[config.mk]
export PLATFORM = sky130hd
export DESIGN_NAME = regfile_write_sequencer_flat
export DESIGN_NICKNAME = d
export VERILOG_FILES = /design/src/rtl/regfile_write_sequencer_if.sv /design/src/rtl/regfile_write_sequencer.sv /design/src/flat_wrapper.sv
export SDC_FILE = /design/constraint.sdc
export NUM_CORES = 1
export LEC_CHECK = 0
export CORE_MARGIN = 4
export CORE_UTILIZATION = 55
export DETAILED_ROUTE_END_ITERATION = 7
export PLACE_DENSITY = 0.85
export SYNTH_ARGS = -nofsm -noshare
export SYNTH_HDL_FRONTEND = slang
export SYNTH_SLANG_ARGS = --single-unit
[constraint.sdc]
create_clock -name clk -period 16.3 [get_ports clk]
set_clock_uncertainty 0.1 [all_clocks]
set_input_delay 1.63 -clock clk [delete_from_list [all_inputs] [get_ports clk]]
set_output_delay 1.63 -clock clk [all_outputs]
set_load 0.05 [all_outputs]
[src/rtl/regfile_write_sequencer_if.sv]
// Bus bundle between the WB stage, the write sequencer and the regfile write
// port: the two-slot writeback pair with its handshake, plus the registered
// single write port.
interface regfile_write_sequencer_if #(
    parameter int unsigned DATA_W = 64
);
    logic              in_valid;
    logic              in_ready;
    logic              in_wr0_en;
    logic              in_wr1_en;
    logic [4:0]        in_wr0_reg;
    logic [4:0]        in_wr1_reg;
    logic [DATA_W-1:0] in_wr0_data;
    logic [DATA_W-1:0] in_wr1_data;
    logic              RegWrite;
    logic [4:0]        WriteRegister;
    logic [DATA_W-1:0] WriteData;

    // WB stage / environment side
    modport master (
        output in_valid, in_wr0_en, in_wr1_en, in_wr0_reg, in_wr1_reg,
               in_wr0_data, in_wr1_data,
        input  in_ready, RegWrite, WriteRegister, WriteData
    );

    // Sequencer side
    modport slave (
        input  in_valid, in_wr0_en, in_wr1_en, in_wr0_reg, in_wr1_reg,
               in_wr0_data, in_wr1_data,
        output in_ready, RegWrite, WriteRegister, WriteData
    );
endinterface

[src/rtl/regfile_write_sequencer.sv]
// Write-side front end of the 32x64 register file. Accepts up to two
// writebacks per cycle, queues them in order (slot 0 before slot 1) and
// drains them through the single registered write port at one per cycle.
// Writes to X31 (XZR) and disabled slots are dropped.
// Optional feature macro: REGFILE_WSEQ_FORWARD_EN builds the forwarding
// lookup over pending writes; when undefined the fwd_* outputs tie to 0.
module regfile_write_sequencer #(
    parameter int unsigned DEPTH  = 4,
    parameter int unsigned DATA_W = 64
) (
    input  logic                         clk,
    input  logic                         reset_n,
    regfile_write_sequencer_if.slave     wb,
    input  logic [4:0]                   fwd_reg1,
    input  logic [4:0]                   fwd_reg2,
    output logic                         fwd_hit1,
    output logic                         fwd_hit2,
    output logic [DATA_W-1:0]            fwd_data1,
    output logic [DATA_W-1:0]            fwd_data2,
    output logic [$clog2(DEPTH+1)-1:0]   occupancy,
    output logic                         drained
);
    localparam int unsigned OCC_W = $clog2(DEPTH + 1);
    localparam int unsigned PTR_W = $clog2(DEPTH);
    localparam logic [4:0]  XZR   = 5'd31;

    logic [PTR_W-1:0]  rd_ptr;
    logic [PTR_W-1:0]  wr_ptr;
    logic [4:0]        reg_q  [DEPTH];
    logic [DATA_W-1:0] data_q [DEPTH];
    logic              transfer;
    logic              push0;
    logic              push1;
    logic              pop;

    // Handshake, push qualification and pop decision from registered state
    always_comb begin
        wb.in_ready = occupancy <= OCC_W'(DEPTH - 2);
        transfer    = wb.in_valid && wb.in_ready;
        push0       = transfer && wb.in_wr0_en && (wb.in_wr0_reg != XZR);
        push1       = transfer && wb.in_wr1_en && (wb.in_wr1_reg != XZR);
        pop         = occupancy != '0;
        drained     = (occupancy == '0) && !wb.RegWrite;
    end

    // Queue storage; slot 1 lands behind slot 0 only if slot 0 was pushed
    always_ff @(posedge clk) begin
        if (push0) begin
            reg_q[wr_ptr]  <= wb.in_wr0_reg;
            data_q[wr_ptr] <= wb.in_wr0_data;
        end
        if (push1) begin
            reg_q[wr_ptr + PTR_W'(push0)]  <= wb.in_wr1_reg;
            data_q[wr_ptr + PTR_W'(push0)] <= wb.in_wr1_data;
        end
    end

    // Pointers and occupancy; pointers wrap naturally since DEPTH is 2^n
    always_ff @(posedge clk or negedge reset_n) begin
        if (!reset_n) begin
            rd_ptr    <= '0;
            wr_ptr    <= '0;
            occupancy <= '0;
        end else begin
            rd_ptr    <= rd_ptr + PTR_W'(pop);
            wr_ptr    <= wr_ptr + PTR_W'(push0) + PTR_W'(push1);
            occupancy <= occupancy + OCC_W'(push0) + OCC_W'(push1) - OCC_W'(pop);
        end
    end

    // Registered regfile write port; address/data hold when idle
    always_ff @(posedge clk or negedge reset_n) begin
        if (!reset_n) begin
            wb.RegWrite      <= 1'b0;
            wb.WriteRegister <= XZR;
            wb.WriteData     <= '0;
        end else if (pop) begin
            wb.RegWrite      <= 1'b1;
            wb.WriteRegister <= reg_q[rd_ptr];
            wb.WriteData     <= data_q[rd_ptr];
        end else begin
            wb.RegWrite      <= 1'b0;
        end
    end

`ifdef REGFILE_WSEQ_FORWARD_EN
    logic [4:0]        lk_reg  [2];
    logic              lk_hit  [2];
    logic [DATA_W-1:0] lk_data [2];

    // Youngest-match lookup: output register first, then queue entries from
    // oldest to newest so a later match overrides an earlier one
    always_comb begin
        lk_reg[0] = fwd_reg1;
        lk_reg[1] = fwd_reg2;
        for (int unsigned p = 0; p < 2; p++) begin
            lk_hit[p]  = 1'b0;
            lk_data[p] = '0;
            if (lk_reg[p] != XZR) begin
                if (wb.RegWrite && (wb.WriteRegister == lk_reg[p])) begin
                    lk_hit[p]  = 1'b1;
                    lk_data[p] = wb.WriteData;
                end
                for (int unsigned k = 0; k < DEPTH; k++) begin
                    if ((k < 32'(occupancy)) &&
                        (reg_q[rd_ptr + PTR_W'(k)] == lk_reg[p])) begin
                        lk_hit[p]  = 1'b1;
                        lk_data[p] = data_q[rd_ptr + PTR_W'(k)];
                    end
                end
            end
        end
        fwd_hit1  = lk_hit[0];
        fwd_hit2  = lk_hit[1];
        fwd_data1 = lk_data[0];
        fwd_data2 = lk_data[1];
    end
`else
    logic unused_fwd;

    // Forwarding not built; lookup addresses are deliberately ignored
    always_comb begin
        fwd_hit1   = 1'b0;
        fwd_hit2   = 1'b0;
        fwd_data1  = '0;
        fwd_data2  = '0;
        unused_fwd = ^{fwd_reg1, fwd_reg2};
    end
`endif

endmodule
[src/flat_wrapper.sv]
// flat-port wrapper written by rule: the top's interface ports become plain ports
module regfile_write_sequencer_flat 
#(
    parameter int unsigned DEPTH  = 4,
    parameter int unsigned DATA_W = 64
)
  (clk, reset_n, fwd_reg1, fwd_reg2, fwd_hit1, fwd_hit2, fwd_data1, fwd_data2, occupancy, drained, wb_in_valid, wb_in_wr0_en, wb_in_wr1_en, wb_in_wr0_reg, wb_in_wr1_reg, wb_in_wr0_data, wb_in_wr1_data, wb_in_ready, wb_RegWrite, wb_WriteRegister, wb_WriteData);
  regfile_write_sequencer_if #(.DATA_W(DATA_W)) wb_i ();
  input  logic clk;
  input  logic reset_n;
  input  logic [4:0] fwd_reg1;
  input  logic [4:0] fwd_reg2;
  output logic fwd_hit1;
  output logic fwd_hit2;
  output logic [DATA_W-1:0] fwd_data1;
  output logic [DATA_W-1:0] fwd_data2;
  output logic [$clog2(DEPTH+1)-1:0] occupancy;
  output logic drained;
  input wire logic [$bits(wb_i.in_valid)-1:0] wb_in_valid;
  input wire logic [$bits(wb_i.in_wr0_en)-1:0] wb_in_wr0_en;
  input wire logic [$bits(wb_i.in_wr1_en)-1:0] wb_in_wr1_en;
  input wire logic [$bits(wb_i.in_wr0_reg)-1:0] wb_in_wr0_reg;
  input wire logic [$bits(wb_i.in_wr1_reg)-1:0] wb_in_wr1_reg;
  input wire logic [$bits(wb_i.in_wr0_data)-1:0] wb_in_wr0_data;
  input wire logic [$bits(wb_i.in_wr1_data)-1:0] wb_in_wr1_data;
  output wire logic [$bits(wb_i.in_ready)-1:0] wb_in_ready;
  output wire logic [$bits(wb_i.RegWrite)-1:0] wb_RegWrite;
  output wire logic [$bits(wb_i.WriteRegister)-1:0] wb_WriteRegister;
  output wire logic [$bits(wb_i.WriteData)-1:0] wb_WriteData;
  assign wb_i.in_valid = wb_in_valid;
  assign wb_i.in_wr0_en = wb_in_wr0_en;
  assign wb_i.in_wr1_en = wb_in_wr1_en;
  assign wb_i.in_wr0_reg = wb_in_wr0_reg;
  assign wb_i.in_wr1_reg = wb_in_wr1_reg;
  assign wb_i.in_wr0_data = wb_in_wr0_data;
  assign wb_i.in_wr1_data = wb_in_wr1_data;
  assign wb_in_ready = wb_i.in_ready;
  assign wb_RegWrite = wb_i.RegWrite;
  assign wb_WriteRegister = wb_i.WriteRegister;
  assign wb_WriteData = wb_i.WriteData;
  regfile_write_sequencer #(.DEPTH(DEPTH), .DATA_W(DATA_W)) u_core (.clk(clk), .reset_n(reset_n), .wb(wb_i), .fwd_reg1(fwd_reg1), .fwd_reg2(fwd_reg2), .fwd_hit1(fwd_hit1), .fwd_hit2(fwd_hit2), .fwd_data1(fwd_data1), .fwd_data2(fwd_data2), .occupancy(occupancy), .drained(drained));
endmodule
==> results.yml <==
status:
  status: "complete, no violations"
clock_network:
  clock_path_buffers: 3
  post-cts-setup-buffers: 0
  cts_tree: "yes"
  cts_resized: 0
  cts_made_buffers: 38
  clk_latency_ns: 0.52
  ctsHoldBuffers: 0
  cts-root-buf: "clkbuf_16"
  h-tree-depth: 2
  clkSlewWorstSetupHoldPaths_ns: 0.06
  cts_sinks: 353
worst_setup_path:
  critical_path.cell_chain: "clkdlybuf4s50_1 -> nand3_1 -> o21a_1 -> nand3_1 -> inv_1 -> ha_1 -> xnor2_2 -> nand2_1 -> nor3_4 -> buf_4 -> buf_4 -> mux2_2"
  cp-end-kind: "flip-flop"
  crit_slowest_cell: "buf_4"
  critPathArrivalTime_ns: 5.29
  critPathRequiredTime_ns: 16.45
  crit_type: "in -> reg"
  cp-start-kind: "input port"
  max_stage_delay_ns: 0.63
  cp_max_fo: 37
route:
  vias: 9268
  drc: 0
  detail_route.first_pass.iterations: 4
  via_per_inst: 5.610
  wl_per_cell_um: 23.10
  wirelength_um: 38160
  drtIter0Drc: 433
  ant_nets: 0
sta:
  worst_slew_pin_slew_ns: 0.9485
  max_clock_freq_mhz: 194.3
  rsz0062_at_grt: "no"
  timing.final.crit_share_pct: 31.58
  drv_slew: 0
  finalSetupTns_ns: 0
  slew_headroom_pct: 36.76
  hold_violations: 0
  setup_violations: 0
  min_period_ns: 5.147
global_route:
  grt_first_pass_wirelength_um: 57340
  grt_max_degree: 55
  first_global_vias: 9986
  grt.total_usage_pct: 21.75
  grt_antenna_before_repair: 1
  grt_overflow: 0
yosys:
  syn-instance-count: 1004
  ys.flop_type: "edfxtp_1"
  yosysSeqAreaShare_pct: 59.06
  yosysTopAreaCell: "edfxtp_1"
  yosys_warnings: 0
  synth_seq_cells: 353
  synth_common_cells: "mux2_2 (335), edfxtp_1 (276), buf_4 (134)"
  syn-cell-area_sq_um: 17310
  synth_edf_count: 276
  netlist_top_cells_area: "edfxtp_1 (48%), mux2_2 (22%), dfrtp_1 (10%)"
  synth_most_common_cell: "mux2_2"
  synthDistinctLibCells: 31
  synth.top_cell.area_share_pct: 47.89
  synthArstFlopShare_pct: 21.81
  avgSynthCellArea_sq_um: 17.24
power:
  power.leakage_nw: 7.257
  p_int_w: 0.002264
  seqPwrFrac_pct: 37.5
  vdd_drop_max_mv: 0.1177
  switching_share_pct: 35.72
  pwr-share-clk_pct: 23.7
  pwr_density_cell_nw_per_um2: 170.7
  p_switching_w: 0.001258
  share_comb_of_total_power_pct: 38.8
placement:
  io_buffers: 217
  post-place-cells: 1583
  gp_congestion: 0.7288
  hpwl_um: 22960
die:
  die_w_um: 185.4
  die_h_um: 185.4
  pin_count: 358
  core_sq_um: 30830
  rows: 64
  dieArea_sq_um: 34370
  start_util_pct: 56.14
cells_and_area:
  synthToLayoutAreaGrowth_pct: 19.26
  stdcell_count: 1652
  drive_gt1_share_pct: 39.57
  nNetsFinal: 1387
  antenna_cells: 0
flow_run:
  maxCapViolCount: 0
min_path:
  hp-class: "reg -> reg"
[state kept, by name, summed over array words and instances (netlist names)]
name	flops
u_core.wr_ptr	2
u_core.rd_ptr	2
u_core.wb.WriteData	64
u_core.data_q	256
u_core.wb.WriteRegister	5
u_core.occupancy	3
u_core.wb.RegWrite	1
u_core.reg_q	20
[cells by family (layout without fill, tap and decap cells)]
logic type | count (synthesis) | count (layout) | share of synthesized area (%)
AO/OA/AOI/OAI | 8 | 8 | 0.3398
XOR/XNOR | 5 | 5 | 0.2965
adder cells (fa/ha/maj) | 7 | 7 | 0.5928
buffers and inverters | 191 | 314 | 7.309
flip-flops | 353 | 353 | 59.06
multiplexers | 414 | 414 | 31.43
other | 1 | 130 | 0.02167
AND/OR/NAND/NOR | 25 | 25 | 0.9543
[worst paths after layout]
check | endpoint | slack (ns) | startpoint | depth (start not counted)
setup reg to reg | u_core.data_q[1][0] | 12.25 | u_core.occupancy[1] | 12
max in group asynchronous | u_core.rd_ptr[0] | 13.91 | reset_n | 2
hold reg to reg | u_core.wb.WriteData[8] | 0.40 | u_core.wb.WriteData[8] | 1
min in group asynchronous | u_core.wb.WriteData[22] | 1.03 | reset_n | 1
setup / recovery | u_core.data_q[1][0] | 11.15 | wb_in_wr0_reg[0] | 12
hold / removal | u_core.wb.WriteData[8] | 0.40 | u_core.wb.WriteData[8] | 1
[layer usage]
layer	up-vias	GRT usage, %	share of wire [%]
met3	53	5.244	7.6
met2	355	38.14	51
li1	4089	-	-
met5	-	0	0.037
met4	2	5.050	1.9
met1	4769	27.58	39
[power by group through the flow]
stage / Sequential, W / Clock [W] / Combinational, W
6_report: 0.00132 / 0.000834 / 0.00137
5_1_grt: 0.00134 / 0.000890 / 0.00144
4_1_cts: 0.00132 / 0.000849 / 0.00138
3_5_place_dp: 0.00134 / 0 / 0.00138
3_3_place_gp: 0.00133 / 0 / 0.00135
2_1_floorplan: 0.00161 / 0 / 0.000705
[cells in the final DEF, fill, tap and decap left out, types with 6 or more instances in the layout]
cell type	Yosys	final
mux2_2	335	335
edfxtp_1	276	276
clkdlybuf4s50_1	0	216
conb_1	1	130
dfrtp_1	72	70
mux4_2	69	69
clkbuf_16	0	39
buf_4	134	20
clkbuf_1	16	12
mux2_1	10	10
inv_1	9	9
nand3_1	7	6
[layout make-up]
class,instances,area [sq um]
Clock buffer,56,1090
Clock inverter,13,112.6
Inverter,9,33.78
Tap cell,396,495.5
Multi-Input combinational cell,589,6367
Sequential cell,353,10230
Timing Repair Buffer,236,2312
Fill cell,2079,10190
[stage by stage]
stage	utilization (%)	hold WS, ns	power (W)	area, sq um	worst slack (ns)
final	66.95	0.4026	0.003523	20640	11.15
after global routing	66.95	0.4132	0.003670	20640	10.99
after CTS	66.95	0.4078	0.003556	20640	11.23
after detailed placement	63.05	0.3948	0.002716	19440	10.69
after global placement	63.05	0.3895	0.002686	19440	10.76
after floorplan	-	0.3769	0.002315	17790	9.569
[critical path, delay by kind of cell]
| family | cells | cell delay (ns) |
|---|---|---|
| xor gates and xnor gates | 1 | 0.36 |
| AOI/OAI and AO/OA | 1 | 0.27 |
| buffers and inverters | 4 | 1.75 |
| muxes | 1 | 0.43 |
| and+or+nand+nor | 4 | 0.56 |
| adders and majority gates | 1 | 0.22 |
No activity file was read; power rests on OpenSTA's default activity.
